## src/rtl/pc_update_ras.sv

```systemverilog
// Y86-64 program-counter update stage with a small return-address stack.
// On each committed instruction (en=1 while running) the next PC is chosen
// from valC / valM / valP by instruction class. Calls push their fall-through
// address onto a circular return-address stack, and returns pop it and flag a
// one-cycle mispredict when the predicted return address differs from valM.
// halt and invalid opcodes freeze the stage in a sticky HALT or ERR state
// that only rst_n clears.
module pc_update_ras #(
    parameter int                  ADDR_W    = 64,
    parameter logic [ADDR_W-1:0]   RESET_PC  = '0,
    parameter int                  RAS_DEPTH = 4
) (
    input  logic                           clk,
    input  logic                           rst_n,
    input  logic                           en,
    input  logic [3:0]                     icode,
    input  logic                           cnd,
    input  logic [ADDR_W-1:0]              valC,
    input  logic [ADDR_W-1:0]              valM,
    input  logic [ADDR_W-1:0]              valP,
    output logic [ADDR_W-1:0]              newPC,
    output logic [1:0]                     state,
    output logic                           ras_mispredict,
    output logic [$clog2(RAS_DEPTH):0]     ras_count,
    output logic [31:0]                    retired
);

    localparam int PTR_W = $clog2(RAS_DEPTH);
    localparam int CNT_W = PTR_W + 1;

    // Run-state encoding as reported on the state output.
    localparam logic [1:0] ST_RUN  = 2'b00;
    localparam logic [1:0] ST_HALT = 2'b01;
    localparam logic [1:0] ST_ERR  = 2'b10;

    // Instruction codes that steer the PC or the stack.
    localparam logic [3:0] IC_HALT = 4'h0;
    localparam logic [3:0] IC_JXX  = 4'h7;
    localparam logic [3:0] IC_CALL = 4'h8;
    localparam logic [3:0] IC_RET  = 4'h9;

    localparam logic [CNT_W-1:0] CNT_FULL = CNT_W'(RAS_DEPTH);
    localparam logic [CNT_W-1:0] CNT_ZERO = CNT_W'(0);
    localparam logic [CNT_W-1:0] CNT_ONE  = CNT_W'(1);
    localparam logic [PTR_W-1:0] PTR_ONE  = PTR_W'(1);

    // Architectural state.
    logic [ADDR_W-1:0] pc_q,      pc_d;
    logic [1:0]        state_q,   state_d;
    logic              mis_q,     mis_d;
    logic [CNT_W-1:0]  cnt_q,     cnt_d;
    logic [PTR_W-1:0]  top_q,     top_d;
    logic [31:0]       retired_q, retired_d;

    // Stack storage; top_q indexes the next slot to write, so the most
    // recent entry lives at top_q-1 and wrapping overwrites the oldest.
    logic [ADDR_W-1:0] stack_q [RAS_DEPTH];

    logic              push_s;
    logic              commit_s;
    logic [PTR_W-1:0]  top_prev_s;
    logic [ADDR_W-1:0] popped_s;

    assign commit_s   = en && (state_q == ST_RUN);
    assign top_prev_s = top_q - PTR_ONE;
    assign popped_s   = stack_q[top_prev_s];

    // Next-state selection for PC, run state, stack pointer/count and counter.
    always_comb begin
        pc_d      = pc_q;
        state_d   = state_q;
        mis_d     = 1'b0;
        cnt_d     = cnt_q;
        top_d     = top_q;
        retired_d = retired_q;
        push_s    = 1'b0;
        if (commit_s) begin
            case (icode)
                IC_HALT: begin
                    state_d = ST_HALT;
                end
                IC_JXX: begin
                    if (cnd) begin
                        pc_d = valC;
                    end else begin
                        pc_d = valP;
                    end
                    retired_d = retired_q + 32'd1;
                end
                IC_CALL: begin
                    pc_d      = valC;
                    push_s    = 1'b1;
                    top_d     = top_q + PTR_ONE;
                    if (cnt_q == CNT_FULL) begin
                        cnt_d = cnt_q;
                    end else begin
                        cnt_d = cnt_q + CNT_ONE;
                    end
                    retired_d = retired_q + 32'd1;
                end
                IC_RET: begin
                    pc_d = valM;
                    if (cnt_q != CNT_ZERO) begin
                        top_d = top_prev_s;
                        cnt_d = cnt_q - CNT_ONE;
                        mis_d = (popped_s != valM);
                    end else begin
                        mis_d = 1'b0;
                    end
                    retired_d = retired_q + 32'd1;
                end
                4'h1, 4'h2, 4'h3, 4'h4, 4'h5, 4'h6, 4'hA, 4'hB: begin
                    pc_d      = valP;
                    retired_d = retired_q + 32'd1;
                end
                default: begin
                    state_d = ST_ERR;
                end
            endcase
        end else begin
            mis_d = 1'b0;
        end
    end

    // Control registers with immediate reset to the power-on values.
    always_ff @(posedge clk or negedge rst_n) begin
        if (!rst_n) begin
            pc_q      <= RESET_PC;
            state_q   <= ST_RUN;
            mis_q     <= 1'b0;
            cnt_q     <= CNT_ZERO;
            top_q     <= {PTR_W{1'b0}};
            retired_q <= 32'd0;
        end else begin
            pc_q      <= pc_d;
            state_q   <= state_d;
            mis_q     <= mis_d;
            cnt_q     <= cnt_d;
            top_q     <= top_d;
            retired_q <= retired_d;
        end
    end

    // Stack entry write on call; contents are left untouched by reset.
    always_ff @(posedge clk) begin
        if (push_s) begin
            stack_q[top_q] <= valP;
        end
    end

    assign newPC          = pc_q;
    assign state          = state_q;
    assign ras_mispredict = mis_q;
    assign ras_count      = cnt_q;
    assign retired        = retired_q;

endmodule

```

## config.mk

```make
export PLATFORM = sky130hd
export DESIGN_NAME = pc_update_ras
export DESIGN_NICKNAME = d
export VERILOG_FILES = /design/src/rtl/pc_update_ras.sv
export SDC_FILE = /design/constraint.sdc
export NUM_CORES = 1
export LEC_CHECK = 0
export CAP_MARGIN = 20
export CORE_ASPECT_RATIO = 1.25
export CORE_MARGIN = 3
export CORE_UTILIZATION = 38
export CTS_CLUSTER_SIZE = 10
export DETAILED_ROUTE_END_ITERATION = 8
export GPL_TIMING_DRIVEN = 0
export PLACE_DENSITY = 0.61
export SYNTH_ARGS = -nofsm -noshare
export SYNTH_HDL_FRONTEND = slang
export SYNTH_SLANG_ARGS = --single-unit
```

## constraint.sdc

```tcl
create_clock -name clk -period 5.5 [get_ports clk]
set_input_delay 1.1 -clock clk [delete_from_list [all_inputs] [get_ports clk]]
set_output_delay 1.1 -clock clk [all_outputs]
set_load 0.005 [all_outputs]
```

; ---- After elaboration in Yosys (flattened, before gate mapping)
; Memories as Yosys holds them, arrays and structs flattened.
; Index checks and enable logic that the tools add are counted.
[totals]
in_bits = 200
word_cells = 56
ramBits = 256
register_bits = 104
mem_count = 1
out_inout_bits = 102
[classes]
n_reduce_logical = 13
eq_ne = 15
addsub = 5
bitwise_logic = 1
mux = 15
[memory_table]
columns = name, words, width, read_ports, rd_clocked_by_memory_dff, write_ports, line_no
row1 = stack_q, 4, 64, 1, 0, 1, 57  ; logic [ADDR_W-1:0] stack_q [RAS_DEPTH];
[op_table]
columns = op, n
row1 = case mux 64 bit (4 select lines), 1
row2 = two-way mux 64 bit, 1
row3 = != test 64 bit, 1
row4 = "adder 32 x 1 -> 32 bit, second input constant", 1
row5 = "equality test 4 x 3 -> 1 bit, second input constant", 4
row6 = "equality test 4 bit, second input constant", 4
row7 = OR reduction 11 bit, 1
row8 = "equality test 4 x 2 -> 1 bit, second input constant", 2
row9 = case mux 2 bit (2 select lines), 2
row10 = OR reduction 8 bit, 1
row11 = two-way mux 1 bit, 7
row12 = two-way mux 3 bit, 2
row13 = case mux 3 bit (2 select lines), 1
row14 = AND reduction 2 bit, 3
row15 = "equality test 4 x 1 -> 1 bit, second input constant", 1
row16 = zero test 4 bit, 1
row17 = "!= test 2 bit, second input constant", 2
row18 = AND reduction 4 bit, 1
row19 = nonzero test 4 bit, 1
row20 = "adder 3 x 1 -> 3 bit, second input constant", 1
row21 = "equality test 3 bit, second input constant", 1
row22 = AND reduction 3 bit, 1
row23 = nonzero test 3 bit, 1
row24 = "subtractor 3 x 1 -> 3 bit, second input constant", 1
row25 = 7 further kinds, 7

; ---- Depth between registers and ports, before layout
; Gate-level depths: netlist of the first run.
; An unclocked memory read counts as a cell.
[logic_depth]
depth_word = 6
ltp_mapped = 12
depth_no_buf = 8

; ---- Least setup slack after synthesis of the first run
; Ideal clock, no wire load.
[synth_path]
path_kind = in2reg
from = input icode[3]
to = memory stack_q[0][0], enable pin
stages = 5
setup_time_ns = 0.429
setup_slack_ns = 1.755
arrival_ns = 3.316
required_ns = 5.071
path_cell_list = buf_2 -> nor3b_1 -> nand2_1 -> nor2_1 -> and2_1
[synth_via]
elab_chain_len = 5
[synth_rtl]
columns = item, line_no
row1 = start: declaration, 16  ; input logic [3:0] icode,
row2 = equality test 4 bit, 78  ; case (icode)
row3 = two-way mux 1 bit, 78
row4 = two-way mux 1 bit, 77  ; if (commit_s) begin
row5 = two-way mux 1 bit, 146  ; if (push_s) begin
row6 = two-way mux 1 bit (not written as such), 147  ; stack_q[top_q] <= valP;
row7 = end: declaration, 57
; Every way passes these cells.

; ---- Final worst setup path of the first run
[layout_path]
from = register top_q[0]
to = register mis_q (netlist: ras_mispredict)
[layout_via]
elab_chain_len = 6
[layout_rtl]
columns = item, line_no
row1 = start: declaration, 52  ; logic [PTR_W-1:0] top_q, top_d;
row2 = start signal: assignment, 132  ; top_q <= {PTR_W{1'b0}};
row3 = start signal: assignment, 139  ; top_q <= top_d;
row4 = subtractor 2 x 1 -> 2 bit, 65  ; assign top_prev_s = top_q - PTR_ONE;
row5 = memory (4 x 64 bit), -
row6 = != test 64 bit, 106  ; mis_d = (popped_s != valM);
row7 = two-way mux 1 bit, 103  ; if (cnt_q != CNT_ZERO) begin
row8 = two-way mux 1 bit, 78
row9 = two-way mux 1 bit, 77
row10 = named net mis_d, 50  ; logic mis_q, mis_d;
row11 = end signal: assignment, 137  ; mis_q <= mis_d;
row12 = end: declaration, 50
; The timed path passes the listed nets, and every way through them passes these cells.
; A chain may end at the register's enable or synchronous reset.

==> results.json, run 1 <==
{
  "synth_xor_area_frac": 0.0569,
  "dp_hpwl_um": 32500,
  "crit_top_cell": "buf_2",
  "cp_num_cells": 12,
  "synth_fa_ha_area_frac": 0.00553,
  "maxSlewViolCount": 0,
  "syn2layout_area_growth_pct": 33.9,
  "cts_root_buffer": "clkbuf_16",
  "synth-simple-area-share": 0.0571,
  "fmax_mhz": 221,
  "crit_chain": "buf_6 -> buf_2 -> inv_1 -> ha_1 -> buf_2 -> buf_1 -> mux4_2 -> xor2_1 -> nor4_1 -> nand4_1 -> nor2_1 -> a31oi_1",
  "crit_required_ns": 5.89,
  "post_cts.repair.setup_buffers": 0,
  "routed.top_layer": "met5",
  "fin_crit_sh": 0.821,
  "grt_pass1_wl_um": 67600,
  "layout.cells.non_filler": 1786,
  "drv_cap": 0,
  "critPathKind": "reg2reg",
  "cts_buffer_depth": 3,
  "netlist_area_um2": 14900,
  "met2_length_um": 23800,
  "synth_compound_area_frac": 0.0743,
  "p_per_area_nw_per_um2": 433,
  "synth_nets": 1113,
  "synthMuxAreaShare": 0.0979,
  "synth-main-ff-cell": "edfxtp_1",
  "met3WireLength_um": 3430,
  "drive_above_1_share": 0.126,
  "skew_ns": 0.0157,
  "hold_violations": 0,
  "fin_ws_ns": 0.983,
  "globalplace.congestion": 0.771,
  "cts_resized": 0,
  "hold_path_class": "reg2reg",
  "grt_setup_unrepaired": "no",
  "endpoint_kind": "flip-flop",
  "avgRoutedWirePerCell_um": 26.5,
  "h-tree-depth": 2,
  "status": "complete, no violations",
  "period_needed_ns": 4.52,
  "ant_nets": 0,
  "die_x_um": 183,
  "first_global_vias": 10100,
  "io_pins": 302,
  "relSlewSlack": 0.304,
  "initial_utilization": 0.389,
  "synth.avg_cell_area_um2": 16.5,
  "yosysSeqAreaShare": 0.689,
  "max_stage_delay_ns": 0.82,
  "grt_max_degree": 64,
  "crit_slowest_cell": "buf_1",
  "nNetsFinal": 1463,
  "tightestPinTransition_ns": 1.04,
  "num_rows": 80,
  "routed_wl_um": 47300,
  "syn_inst": 907,
  "arrival_ns": 4.91,
  "synthArstFlopShare": 0.289,
  "die-area_um2": 41700,
  "cp_max_fo": 10,
  "synth_seq_cells": 360,
  "clock_latency_ns": 0.53,
  "clk_pin_slew_worst_paths_ns": 0.05,
  "reg2reg_depth": 12,
  "ir_worst_vdd_v": 0.000220,
  "synth-edff-count": 256,
  "dp_slack_ns": 1.10,
  "clock_sinks": 360,
  "via_count": 9964,
  "cts_inserted_buffers": 43,
  "drtIter0Drc": 924,
  "drc_errors": 0,
  "min_path_cells": 1,
  "p_leak_uw": 0.00701,
  "cts_tree": "done",
  "synth_top_family_by_area": "multiplexers",
  "start_kind": "flip-flop",
  "viasPerCell": 5.58,
  "antenna_found_initial": 5,
  "worst_path_dominant_cell_family": "buffers and inverters",
  "grtUsageTotal": 0.223,
  "ys_warn_count": 0,
  "firstDrtPassIters": 7,
  "dp_cells": 1704,
  "setup_viol": 0,
  "crit_buf_inv": 5,
  "portBuffers": 300,
  "grt-ovfl-total": 0,
  "hold_slack_ns": 0.467,
  "cts_hold_buffers": 0,
  "die_h_um": 228,
  "fp.coreArea_um2": 38400,
  "wl_met1_um": 18700,
  "ys_types": 51
}
## report_power, final
group	switching [µW]	internal [µW]	leakage, µW
registers	176	3160	0.00363
clock network	1040	1560	0.000615
logic	1300	1410	0.00277
## synth_stat cells (13+ instances only)
library cell	n	area share
xor2_1	42	0.025
o21ai_0	59	0.020
mux4_2	64	0.097
nand2_1	80	0.020
xnor2_1	55	0.032
edfxtp_1	256	0.51
a222oi_1	63	0.042
dfrtp_1	104	0.17
nand4_1	17	0.0071
clkbuf_1	22	0.0055
nor2_1	13	0.0033
buf_2	22	0.0074
## sequential cells by signal (all words and copies together) (netlist names)
signal / flops
stack_q: 256
ras_count: 3
top_q: 2
ras_mispredict: 1
retired: 32
newPC: 64
state: 2
## logic make-up (layout without fill, tap and decap cells)
kind of cell | count (synthesis) | count (layout)
DFF | 360 | 360
buffers and inverters | 63 | 446
and+or+nand+nor | 165 | 165
muxes | 66 | 66
other | 0 | 4
adders and majority gates | 6 | 6
xor gates and xnor gates | 97 | 97
AOI/OAI and AO/OA | 150 | 150
## routing by layer
metal / global-route usage / vias up
li1: - / 4329
met2: 0.381 / 458
met5: 0 / -
met4: 0.0742 / 2
met1: 0.292 / 5097
met3: 0.0376 / 78
## path summary, 6_finish.rpt
| check | startpoint | slack [ns] | end |
|---|---|---|---|
| max in group asynchronous | rst_n | 4.27 | newPC[62]$_DFFE_PN0P_ |
| worst max register to register | top_q[0]$_DFFE_PN0P_ | 0.98 | ras_mispredict$_DFF_PN0_ |
| min in group asynchronous | rst_n | 0.49 | newPC[57]$_DFFE_PN0P_ |
| worst min-delay path | retired[31]$_DFFE_PN0P_ | 0.47 | retired[31]$_DFFE_PN0P_ |
| worst max-delay path | top_q[0]$_DFFE_PN0P_ | 0.98 | ras_mispredict$_DFF_PN0_ |
| worst min register to register | retired[31]$_DFFE_PN0P_ | 0.47 | retired[31]$_DFFE_PN0P_ |
## through the flow
| stage | utilization | power, µW | cell area [µm²] | TNS (ns) |
|---|---|---|---|---|
| final | 0.520 | 8650 | 20000 | 0 |
| after floorplan | - | 4850 | 14900 | 0 |
| after global routing | 0.520 | 9060 | 20000 | 0 |
| after global placement | 0.483 | 6100 | 18600 | -200.49 |
| after CTS | 0.520 | 8750 | 20000 | 0 |
| after detailed placement | 0.487 | 6130 | 18700 | 0 |
## worst reg2reg max path: stages (launching register included)
cell and delay (ns):
dfrtp_1 0.43, buf_6 0.21, buf_2 0.37, inv_1 0.16, ha_1 0.39, buf_2 0.32, buf_1 0.82, mux4_2 0.43
xor2_1 0.21, nor4_1 0.37, nand4_1 0.16, nor2_1 0.37, a31oi_1 0.13
## area by class of cell
| cell class | instances | area, µm² |
|---|---|---|
| Antenna cell | 4 | 10.0 |
| Buffer | 53 | 249 |
| Clock buffer | 74 | 1230 |
| Clock inverter | 4 | 47.5 |
| Fill cell | 3280 | 18400 |
| Inverter | 10 | 37.5 |
| Multi-Input combinational cell | 484 | 4370 |
| Sequential cell | 360 | 10300 |
| Tap cell | 492 | 616 |
| Timing Repair Buffer | 305 | 3140 |
## placed cells by master (no fill, tap or decap), drive strengths merged, types with 11 or more instances in the layout
master,n
o21ai,70
nand3,12
edfxtp,256
xnor2,55
clkdlybuf4s50,299
nand4,18
buf,37
nand2,80
a222oi,63
inv,11
mux4,64
xor2,42
nor4,11
nor2,14
clkbuf,96
dfrtp,104
(Power assumes the default switching activity.)
==> inputs of run 2 (changes only) <==
--- a/config.mk
+++ b/config.mk
@@ -12,7 +12,7 @@
 export CTS_CLUSTER_SIZE = 10
 export DETAILED_ROUTE_END_ITERATION = 8
 export GPL_TIMING_DRIVEN = 0
-export PLACE_DENSITY = 0.61
+export PLACE_DENSITY = 0.63
 export SYNTH_ARGS = -nofsm -noshare
 export SYNTH_HDL_FRONTEND = slang
 export SYNTH_SLANG_ARGS = --single-unit
==> constraint.sdc (replaced) <==
create_clock -name clk -period 3.9 [get_ports clk]
set_input_delay 0.78 -clock clk [delete_from_list [all_inputs] [get_ports clk]]
set_output_delay 0.78 -clock clk [all_outputs]
set_load 0.005 [all_outputs]
==> run 2 against run 1 <==
Net effect:
- flip-flop and latch count stayed put
- power is 40% higher
- clock-buffer cell count is 1 higher
- clock power is 38% higher
- non-clock buffer count is 1 lower
- sequential power is 41% higher
- maximum frequency is 27% higher
- die area stayed put
- combinational power is 41% higher
- clock skew is 0.0026 ns lower
- largest cell class unchanged
- largest power group unchanged
==> results.json, run 2 (same netlist as run 1, synthesis figures left out) <==
{
  "h-tree-depth": 2,
  "status": "complete, no violations",
  "fin_util": 0.519,
  "io_pins": 302,
  "r2r-start": "top_q[0]$_DFFE_PN0P_",
  "p_leak_uw": 0.00700,
  "tightestPinTransition_ns": 0.996,
  "endpoint_kind": "flip-flop",
  "clock_sinks": 360,
  "cts_inserted_buffers": 42,
  "multi_input_area_um2": 4370,
  "routed_wl_um": 47200,
  "via_count": 9968,
  "ir_worst_vdd_v": 0.000274,
  "grt_max_degree": 65,
  "drtIter0Drc": 1033,
  "grt_pass1_wl_um": 67300,
  "setup.worst_path.start": "top_q[0]$_DFFE_PN0P_",
  "seq_area_um2": 10300,
  "clock_latency_ns": 0.53,
  "regToRegSetupSlack_ns": 0.35,
  "first_global_vias": 10100,
  "cts_buffer_depth": 3,
  "ant_nets": 0,
  "viasPerCell": 5.60,
  "avgRoutedWirePerCell_um": 26.5,
  "cts_hold_buffers": 0,
  "grtUsageTotal": 0.222,
  "crit_required_ns": 4.30,
  "largest_reg_flops": 256,
  "fmax_mhz": 281,
  "hold_violations": 0,
  "cts_root_buffer": "clkbuf_16",
  "skew_ns": 0.0131,
  "clk_pin_slew_worst_paths_ns": 0.06,
  "final_common_cell": "clkdlybuf4s50_1",
  "die-area_um2": 41700,
  "die_h_um": 228,
  "globalplace.congestion": 0.778,
  "fin_ws_ns": 0.346,
  "cts_resized": 5,
  "fp.coreArea_um2": 38400,
  "postPlaceCellArea_um2": 18700,
  "hold_path_class": "in2async",
  "drc_errors": 0,
  "portBuffers": 300,
  "fill_cells": 3282,
  "r2r-end": "ras_mispredict$_DFF_PN0_",
  "dp_slack_ns": -0.389,
  "grt_setup_unrepaired": "no",
  "crit_slowest_cell": "clkdlybuf4s15_2",
  "arrival_ns": 3.96,
  "initial_utilization": 0.389,
  "drv_cap": 0,
  "relSlewSlack": 0.336,
  "cts_tree": "done",
  "syn2layout_area_growth_pct": 33.6,
  "p_per_area_nw_per_um2": 607,
  "post_cts.repair.setup_buffers": 0,
  "regMostFlops": "stack_q",
  "design_area_um2": 20000,
  "layout.cells.non_filler": 1781,
  "critPathKind": "reg2reg",
  "dp_hpwl_um": 32900,
  "crit_chain": "buf_6 -> inv_1 -> ha_1 -> buf_2 -> clkdlybuf4s15_2 -> mux4_2 -> xnor2_1 -> nand4_1 -> nor4_1 -> a31oi_1",
  "drive_above_1_share": 0.125,
  "start_kind": "flip-flop",
  "setup_viol": 0,
  "maxSlewViolCount": 0,
  "reg2reg_depth": 10,
  "firstDrtPassIters": 8,
  "nNetsFinal": 1461,
  "final_cell_mix": "299 x clkdlybuf4s50_1, 256 x edfxtp_1, 104 x dfrtp_1, 80 x nand2_1, 64 x mux4_2",
  "dp_cells": 1704,
  "cp_max_fo": 19,
  "power.total_uw": 12100,
  "grt-ovfl-total": 0,
  "max_stage_delay_ns": 0.53,
  "num_rows": 80,
  "fin_crit_sh": 0.911,
  "antenna_found_initial": 2,
  "die_x_um": 183,
  "period_needed_ns": 3.55
}
-- run 2: cell types whose count changed in the layout (fill, tap and decap cells not counted), moves of 2 or more --
cell | before | now
buf_1 | 5 | 2
clkbuf_1 | 49 | 51
clkbuf_16 | 43 | 45
clkbuf_8 | 4 | 0
diode_2 | 4 | 2
-- run 2: final cells by class --
type | count | share of cell area
multi-input cells | 484 | 0.219
plain buffers | 52 | 0.0128
diodes | 2 | 0.000251
inverters | 10 | 0.00188
repair buffers | 305 | 0.157
clock buffers | 75 | 0.0621
clock inverters | 1 | 0.000439
well taps | 492 | 0.0309
flip-flops and latches | 360 | 0.516
-- run 2: how the worst max path moves through the flow --
stage / to / slack [ns] / cells past startpoint
final: ras_mispredict$_DFF_PN0_ / 0.35 / 10
after global routing: ras_mispredict$_DFF_PN0_ / 0.07 / 11
after CTS: ras_mispredict$_DFF_PN0_ / 0.19 / 11
after detailed placement: ras_mispredict$_DFF_PN0_ / -0.39 / 12
after global placement: newPC[18]$_DFFE_PN0P_ / -2.69 / 1
after floorplan: stack_q[0][0]$_DFFE_PP_ / 0.47 / 5
-- run 2: worst max-delay path, delay by kind of cell (launching register included) --
kind,cells,cell delay (ns)
AOI/OAI and AO/OA,1,0.13
xor gates and xnor gates,1,0.22
adders and majority gates,1,0.38
buffers and inverters,4,1.27
DFF,1,0.43
muxes,1,0.38
and+or+nand+nor,2,0.59
-- run 2: routing by layer --
metal | vias to the layer above | wire [µm] | global-route usage
met4 | 2 | 1140 | 0.0617
met2 | 412 | 24200 | 0.390
met5 | - | 20 | 0
met1 | 5179 | 18700 | 0.284
met3 | 55 | 3120 | 0.0446
li1 | 4320 | - | -
-- run 2: power breakdown --
group / internal (µW) / leakage, µW / switching (µW)
clock network: 2140 / 0.000595 / 1460
registers: 4460 / 0.00363 / 243
logic: 1990 / 0.00277 / 1810
-- run 2: stage by stage --
| stage | hold WS [ns] | TNS [ns] |
|---|---|---|
| after floorplan | 0.465 | 0 |
| after global placement | 0.458 | -654.61 |
| after detailed placement | 0.463 | -0.389 |
| after CTS | 0.169 | 0 |
| after global routing | 0.175 | 0 |
| final | 0.157 | 0 |
==> inputs of run 3 (changes only) <==
--- a/config.mk
+++ b/config.mk
@@ -8,11 +8,11 @@
 export CAP_MARGIN = 20
 export CORE_ASPECT_RATIO = 1.25
 export CORE_MARGIN = 3
-export CORE_UTILIZATION = 38
+export CORE_UTILIZATION = 47
 export CTS_CLUSTER_SIZE = 10
 export DETAILED_ROUTE_END_ITERATION = 8
 export GPL_TIMING_DRIVEN = 0
-export PLACE_DENSITY = 0.63
+export PLACE_DENSITY = 0.76
 export SYNTH_ARGS = -nofsm -noshare
 export SYNTH_HDL_FRONTEND = slang
 export SYNTH_SLANG_ARGS = --single-unit
==> run 3 against run 2 <==
Net effect:
- the run now ends with design-rule violations left
- power down 0.43%
- combinational power about the same
- maximum frequency up 4.4%
- flip-flop and latch count unchanged
- first-iteration DRC count up 39%
- worst setup slack better by 0.15 ns
- global-route usage up 3.8 points
- critical path type unchanged
- critical endpoint unchanged
==> results.json, run 3 (same netlist as run 1, synthesis figures left out) <==
{
  "grt-ovfl-total": 0,
  "fin_ws_ns": 0.495,
  "firstDrtPassIters": 9,
  "drc_errors": 4,
  "cp_max_fo": 19,
  "io_pins": 302,
  "drtIter0Drc": 1431,
  "setup_viol": 0,
  "violations": "design-rule violations",
  "arrival_ns": 3.79,
  "drv_cap": 0,
  "fill_cells": 2323,
  "routed.top_layer": "met4",
  "pwr-share-comb": 0.314,
  "relSlewSlack": 0.358,
  "tightestPinTransition_ns": 0.963,
  "endpoint_kind": "flip-flop",
  "netSwitchingFraction": 0.292,
  "via_count": 10100,
  "antenna_found_initial": 2,
  "die-area_um2": 34000,
  "h-tree-depth": 2,
  "grt_pass1_wl_um": 64700,
  "ir_worst_vdd_v": 0.000301,
  "cts_inserted_buffers": 42,
  "fp.coreArea_um2": 31200,
  "dp_slack_ns": -0.389,
  "num_rows": 72,
  "final_cell_mix": "299 x clkdlybuf4s50_1, 256 x edfxtp_1, 104 x dfrtp_1, 80 x nand2_1, 64 x mux4_2",
  "start_kind": "flip-flop",
  "viasPerCell": 5.93,
  "critPathKind": "reg2reg",
  "nNetsFinal": 1461,
  "portBuffers": 300,
  "avgRoutedWirePerCell_um": 26.1,
  "die_h_um": 205,
  "clk_pin_slew_worst_paths_ns": 0.06,
  "regMostFlops": "stack_q",
  "drive_above_1_share": 0.127,
  "met2_length_um": 22000,
  "reg2reg_depth": 11,
  "die_x_um": 165,
  "hold_path_class": "in2async",
  "cts_hold_buffers": 0,
  "p_leak_uw": 0.00700,
  "first_global_vias": 10300,
  "ant_nets": 0,
  "syn2layout_area_growth_pct": 32.9,
  "power.total_uw": 12100,
  "layout.cells.non_filler": 1698,
  "fmax_mhz": 294,
  "crit_required_ns": 4.29,
  "grt_max_degree": 67,
  "clock_latency_ns": 0.53,
  "p_seq_frac": 0.390,
  "dp_cells": 1619,
  "period_needed_ns": 3.41,
  "regToRegSetupSlack_ns": 0.49,
  "switchingPower_uw": 3510,
  "hold_violations": 0,
  "r2r-start": "top_q[0]$_DFFE_PN0P_",
  "cts_tree": "done",
  "maxSlewViolCount": 0,
  "final_common_cell": "clkdlybuf4s50_1",
  "met3WireLength_um": 3960,
  "largest_reg_flops": 256,
  "routed_wl_um": 44400,
  "cts_buffer_depth": 3,
  "fin_crit_sh": 0.873,
  "p_int_uw": 8540,
  "dp_hpwl_um": 30600,
  "status": "finished, violations left",
  "globalplace.congestion": 0.807,
  "cts_root_buffer": "clkbuf_16",
  "grt_setup_unrepaired": "no",
  "r2r-end": "ras_mispredict$_DFF_PN0_",
  "initial_utilization": 0.479,
  "clock_sinks": 360,
  "skew_ns": 0.0191,
  "grtUsageTotal": 0.261,
  "p_per_area_nw_per_um2": 607,
  "wl_met1_um": 17000,
  "clockPowerShare": 0.295
}
## run 3: cell count changes in the layout (fill, tap and decap cells not counted), sizes merged
cell,delta
clkdlybuf4s15,-1
clkinv,+1
diode,+1
inv,+1
## run 3: how the worst max path moves through the flow
| stage | from | slack, ns | to | cells past startpoint |
|---|---|---|---|---|
| 6_report | top_q[0]$_DFFE_PN0P_ | 0.49 | ras_mispredict$_DFF_PN0_ | 11 |
| 5_1_grt | top_q[0]$_DFFE_PN0P_ | 0.23 | ras_mispredict$_DFF_PN0_ | 11 |
| 4_1_cts | top_q[0]$_DFFE_PN0P_ | 0.03 | ras_mispredict$_DFF_PN0_ | 12 |
| 3_5_place_dp | top_q[0]$_DFFE_PN0P_ | -0.39 | ras_mispredict$_DFF_PN0_ | 12 |
| 3_3_place_gp | rst_n | -2.40 | newPC[15]$_DFFE_PN0P_ | 1 |
| 2_1_floorplan | icode[3] | 0.47 | stack_q[0][0]$_DFFE_PP_ | 5 |
## run 3: final cells by class
| cell class | instances | area, µm² | share of cell area |
|---|---|---|---|
| sequential | 360 | 10300 | 0.518 |
| multi-input combinational | 484 | 4370 | 0.220 |
| timing repair buffer | 305 | 3140 | 0.158 |
| clock buffer | 74 | 1200 | 0.0606 |
| tap | 407 | 509 | 0.0257 |
| buffer | 52 | 253 | 0.0127 |
| inverter | 10 | 37.5 | 0.00189 |
| clock inverter | 3 | 33.8 | 0.00170 |
| antenna | 3 | 7.51 | 0.000378 |
## run 3: critical path, cell delays in order, from the launching register on
cell	delay, ns
dfrtp_1	0.42
buf_6	0.29
inv_1	0.13
ha_1	0.35
buf_2	0.30
buf_4	0.31
mux4_2	0.34
xor2_1	0.22
nor4_1	0.35
nand4_1	0.20
nor2_1	0.22
a31oi_1	0.11
## run 3: power by group through the flow
stage                     registers, µW  logic [µW]  clock network, µW
final                              4710        3790               3560
after global placement             4760        3740                  0
after global routing               4740        4070               3760
after CTS                          4700        3830               3600
after floorplan                    4770        2080                  0
after detailed placement           4770        3800                  0
## run 3: per-stage QoR
step	hold slack (ns)	util	setup TNS (ns)	cell area, µm²
2_1_floorplan	0.465	-	0	14900
3_3_place_gp	0.459	0.592	-589.89	18400
3_5_place_dp	0.465	0.597	-0.389	18600
4_1_cts	0.175	0.636	0	19800
5_1_grt	0.193	0.637	0	19800
6_report	0.182	0.637	0	19800
## run 3: per-layer routing
metal	GRT usage	vias to the layer above
met5	0	-
met4	0.0930	0
met3	0.0544	94
met2	0.431	559
met1	0.345	5082
li1	-	4333
## run 3: repair_timing
item | CTS | global route
setup endpoints to repair | 1 | 1
setup buffers | 0 | 0
gates cloned | 0 | 0
resized for setup | 8 | 2
